$ cat config.mk
export PLATFORM = sky130hd
export DESIGN_NAME = mult_fixed_point_seq
export DESIGN_NICKNAME = d
export VERILOG_FILES = /design/src/rtl/mult_fixed_point_seq.sv
export SDC_FILE = /design/constraint.sdc
export NUM_CORES = 1
export LEC_CHECK = 0
export ABC_AREA = 1
export ABC_CLOCK_PERIOD_IN_PS = 4600
export BUFFER_PORTS_ARGS = -buffer_cell sky130_fd_sc_hd__buf_2
export CELL_PAD_IN_SITES_DETAIL_PLACEMENT = 0
export CELL_PAD_IN_SITES_GLOBAL_PLACEMENT = 1
export CORE_MARGIN = 4
export CORE_UTILIZATION = 30
export DETAILED_ROUTE_END_ITERATION = 7
export PLACE_DENSITY = 0.64
export REMOVE_ABC_BUFFERS = 1
export SLEW_MARGIN = 20
export SYNTH_ARGS = -nofsm -noshare
export SYNTH_HDL_FRONTEND = slang
export SYNTH_SLANG_ARGS = --single-unit
$ cat constraint.sdc
create_clock -name clk -period 4.6 [get_ports clk]
set_input_delay 0.46 -clock clk [delete_from_list [all_inputs] [get_ports clk]]
set_output_delay 0.46 -clock clk [all_outputs]
set_load 0.01 [all_outputs]
$ cat src/rtl/mult_fixed_point_seq.sv
// Sequential signed fixed-point multiplier that computes one product bit per clock with shift-add.
// The result is saturated and optionally rounded, then returned through a valid/ready handshake.
module mult_fixed_point_seq #(
  parameter int  INT_BITS   = 8,
  parameter int  FRAC_BITS  = 8,
  parameter int  ROUND      = 0,
  localparam int DATA_WIDTH = INT_BITS + FRAC_BITS
) (
  input  logic                  clk,
  input  logic                  rst_n,
  input  logic                  in_valid,
  output logic                  in_ready,
  input  logic [DATA_WIDTH-1:0] A,
  input  logic [DATA_WIDTH-1:0] B,
  output logic                  out_valid,
  input  logic                  out_ready,
  output logic [DATA_WIDTH-1:0] Out,
  output logic                  C,
  output logic                  N,
  output logic                  V,
  output logic                  Z
);

  localparam int ACC_W = 2 * DATA_WIDTH;
  localparam int CNT_W = $clog2(DATA_WIDTH + 1);

  localparam logic [ACC_W-1:0] RND     = (ROUND != 0) ? (ACC_W'(1) << (FRAC_BITS - 1)) : '0;
  localparam logic [ACC_W-1:0] MAX_MAG = (ACC_W'(1) << (DATA_WIDTH - 1)) - ACC_W'(1);
  localparam logic [ACC_W-1:0] MIN_MAG = ACC_W'(1) << (DATA_WIDTH - 1);

  typedef enum logic [1:0] {IDLE, MULT, DONE} state_t;

  state_t                  state, state_next;
  logic [ACC_W-1:0]        mcand;
  logic [DATA_WIDTH-1:0]   mplier;
  logic [ACC_W-1:0]        acc;
  logic [CNT_W-1:0]        cnt;
  logic                    sign;

  logic [DATA_WIDTH-1:0]   a_abs, b_abs;
  logic [ACC_W-1:0]        rounded, mag;
  logic [DATA_WIDTH-1:0]   res;
  logic                    sat;
  logic                    last_step;

  // Magnitudes are unsigned, so negating the most negative value is still exact.
  assign a_abs     = A[DATA_WIDTH-1] ? (DATA_WIDTH'(0) - A) : A;
  assign b_abs     = B[DATA_WIDTH-1] ? (DATA_WIDTH'(0) - B) : B;
  assign last_step = (cnt == CNT_W'(DATA_WIDTH));

  // NOTE: the state register uses non-blocking assignment, so every flop samples pre-edge values.
  always_ff @(posedge clk) begin
    if (!rst_n) state <= IDLE;
    else        state <= state_next;
  end

  // NOTE: defaults come first, so no path leaves state_next unassigned and no latch is inferred.
  always_comb begin
    state_next = state;
    unique case (state)
      IDLE:    if (in_valid)  state_next = MULT;
      MULT:    if (last_step) state_next = DONE;
      DONE:    if (out_ready) state_next = IDLE;
      default: state_next = IDLE;
    endcase
  end

  always_comb begin
    rounded = acc + RND;
    mag     = rounded >> FRAC_BITS;
    sat     = 1'b0;
    res     = sign ? (DATA_WIDTH'(0) - mag[DATA_WIDTH-1:0]) : mag[DATA_WIDTH-1:0];
    if (!sign && (mag > MAX_MAG)) begin
      res = {1'b0, {(DATA_WIDTH-1){1'b1}}};
      sat = 1'b1;
    end else if (sign && (mag > MIN_MAG)) begin
      res = {1'b1, {(DATA_WIDTH-1){1'b0}}};
      sat = 1'b1;
    end
  end

  always_ff @(posedge clk) begin
    if (!rst_n) begin
      mcand  <= '0;
      mplier <= '0;
      sign   <= 1'b0;
      acc    <= '0;
      cnt    <= '0;
      Out    <= '0;
      V      <= 1'b0;
    end else begin
      unique case (state)
        IDLE: if (in_valid) begin
          mcand  <= {{DATA_WIDTH{1'b0}}, a_abs};
          mplier <= b_abs;
          sign   <= A[DATA_WIDTH-1] ^ B[DATA_WIDTH-1];
          acc    <= '0;
          cnt    <= '0;
        end
        MULT: if (last_step) begin
          Out <= res;
          V   <= sat;
        end else begin
          if (mplier[0]) acc <= acc + mcand;
          mcand  <= mcand << 1;
          mplier <= mplier >> 1;
          cnt    <= cnt + CNT_W'(1);
        end
        default: ;
      endcase
    end
  end

  assign in_ready  = (state == IDLE) && rst_n;
  assign out_valid = (state == DONE);
  assign C         = 1'b0;
  assign N         = Out[DATA_WIDTH-1];
  assign Z         = (Out == '0);

endmodule

==> results.md <==
- Ranking of synthesized cells by area: dfxtp_1 28%, nand2_1 18%, a21oi_1 8.9%
- Vias in the first global route: about 7.2k
- Logic pwr share: 0.166
- Vias/cell: 4.71
- Required time of the critical path: 4850 ps
- Power per cell area: ~250 nW/um^2
- Largest net degree at the start of global routing: 61
- Layout cell share with drive strength beyond 1: 0.0824
- Initial antenna violation count: 0
- Static Leakage: between 4 and 5 nW
- Seq pwr share: 0.467
- Core area: roughly 25000 um^2
- Clock Power Share: 0.367
- RSZ-0062 raised after global routing: false
- Post-synth EDFFs: 0
- Num CTS Buffers: 9
- Row cnt: 57
- Routability congestion estimate: ~0.88
- # Post-CTS Setup Buffers: 0
- Synth Flop Type: dfxtp_1
- Pwr Total: 2.11 mW
- Part of the Yosys area used for sequential elements: 0.278
- Hold crit path type: input pin to flop
- Final period util: 0.641
- Worst Skew: approximately 12 ps
- R2R Path End: cnt[4]
- Sw Share: 0.319
- Setup TNS Final: 0 ps
- Endpoints failing setup: 0
- Worst Reg2Reg Path Length in Cells: 11
- Total die area: 27800 um^2
- Starting Density: 0.308
- Synth unique cells: 45
- Flop-to-flop setup slack: around 1600 ps
- Launching point of the worst reg2reg path: state[0]
- Crit Path Category: flop to flop
- Ant. Diodes: 0
- Iteration-0 DRC Markers: 416
- Area share of the largest cell type after synthesis: 0.278
- Final Core Density: 0.340
- Crit. Startpoint: state[0]
- Detailed Place HPWL: between 15000 and 20000 um
- Max Fanout on Critical Path: 47
- Avg Inst Size Synth: 6.10 um^2
- Worst-Skew Late Latency: 360 ps
- WL final: 22700 um
- Hold Path Cell Cnt: 4
- HP Start: out_ready
- Number of max-cap violations: 0
- Setup crit start kind: flop
- Min Tclk post-route: between 2000 and 3000 ps
- Total Nets Final: 1342
- Worst setup endpoint: cnt[4]
- DR WL/cell: ~14 um
- Syn Inst Count: 1240
- Die W: roughly 170 um
- Deepest clock path buffer count: 2
- Worst-Margin Slew: 813 ps
- First-pass GRT wire length: ~38000 um
- Area Overhead vs Synth: 10.2%
- Synthesized area: about 7600 um^2
- Largest area contributor in the netlist: dfxtp_1
- TritonRoute pass-1 iters: 5
- Grt ovf: 0
- Clock Pin Slew Worst Setup and Hold Paths: 70 ps
- Routed Antenna Nets: 0
- Internal power: 1.44 mW
- DRC violations left: 0
- Clock sinks: ~110
- Run status: finished clean
- Number of port buffers: between 50 and 60
- Post-CTS sizing: 0
- Vias: 7530
- Async SR Flop Fraction: 0
- Die H: 167 um
- Pins Over Slew Limit: 0
- IO Pins: 58
- Fmax: roughly 340 MHz
- Sw Pwr: between 0.6 and 0.7 mW
- Yosys warning count: 0
- Arrival @ worst endpoint: approximately 3200 ps
- Peak supply drop: between 150 and 200 uV
- #FFs+latches synth: between 100 and 150
- GRT Util Overall: 0.164
- H-tree depth: 3
- Clock Tree Root: clkbuf_16
- Slew headroom: 0.457
- CP Capture Type: flop
- Post-cts hold buffer count: 0
- CTS tree: yes
- Final hold violations: 0
[layout make-up]
type,count,area (um^2)
multi-input combinational,925,4610
sequential,105,2100
inverter,168,631
clock buffer,10,229
clock inverter,6,50.0
timing repair buffer,60,310
tap,324,405
fill,2820,16200
[through the flow]
step / worst slack (ps) / cells / instance area [um^2] / hold WS (ps)
2_1_floorplan: 1900 / 1198 / 7340 / 439
3_3_place_gp: 1660 / 1582 / 8060 / 457
3_5_place_dp: 1600 / 1582 / 8060 / 461
4_1_cts: 1610 / 1598 / 8340 / 362
5_1_grt: 1190 / 1598 / 8340 / 384
6_report: 1650 / 1598 / 8340 / 374
[cell families (layout without fill, tap and decap cells)]
family	after synthesis	in the layout	synth area share
AOI/OAI and AO/OA	240	240	0.168
buffers and inverters	210	244	0.112
and+or+nand+nor	625	625	0.353
other	1	1	0.000496
DFF	105	105	0.278
xor gates and xnor gates	22	22	0.0255
adders and majority gates	37	37	0.0622
[how the worst min path moves through the flow]
stage                    end
global placement      acc[0]
finish              state[1]
floorplan             cnt[4]
CTS                 state[1]
global route        state[1]
detailed placement    cnt[4]
[worst max-delay path, stage by stage (launching register included)]
cell	delay [ps]
dfxtp_1	380
inv_2	60
nor2_4	380
inv_2	380
nor2_4	270
nor2_8	130
inv_2	630
nand2_1	150
nor2_1	160
nand2_1	80
o21ai_0	150
a21oi_1	50
[flip-flops by register name, indices dropped and copies added, names as in the netlist]
| name | flops |
|---|---|
| sign | 1 |
| mplier | 16 |
| Out | 16 |
| acc | 32 |
| mcand | 32 |
| V | 1 |
| cnt | 5 |
| state | 2 |
[cell usage after synthesis, types with 5 or more instances]
cell type and n:
nand2_1 364, inv_1 159, a21oi_1 134, nand3_1 113, dfxtp_1 105, nor2_1 95, o21ai_0 57, ha_1 36
o21ai_1 27, clkbuf_1 18, xor2_1 15, buf_2 11, nor3_1 11, nand4_1 9, inv_2 7, nand3b_1 7
or2_2 7, xnor2_1 7, buf_4 5, o21bai_1 5
[cells in the final DEF, fill, tap and decap left out, types with 4 or more instances in the layout]
master     count
xnor2_1        7
o21bai_1       5
inv_1        159
buf_4          4
o21ai_1       27
nor3_2         4
nand4_1        9
clkbuf_16      9
nand2_1      364
nor3_1        11
inv_2          7
nand3b_1       7
xor2_1        15
a21oi_1      134
o21ai_0       57
ha_1          36
nor2_1        95
or2_2          7
dfxtp_1      105
buf_2         56
nand3_1      113
[per-layer routing]
layer / GRT usage / share of wire / up-vias
li1: - / - / 4077
met1: 0.231 / 0.50 / 3336
met2: 0.268 / 0.45 / 97
met3: 0.0199 / 0.031 / 20
met4: 0.0416 / 0.016 / 0
met5: 0 / 0 / -
[power by group through the flow]
| stage | Clock [mW] | Combinational [mW] | Sequential (mW) |
|---|---|---|---|
| detailed placement | 0 | 0.353 | 1.01 |
| global placement | 0 | 0.352 | 1.01 |
| global route | 0.820 | 0.402 | 0.992 |
| floorplan | 0 | 0.237 | 0.990 |
| finish | 0.775 | 0.350 | 0.985 |
| CTS | 0.794 | 0.354 | 0.986 |
Note: power is estimated with default switching activity, not from simulation.
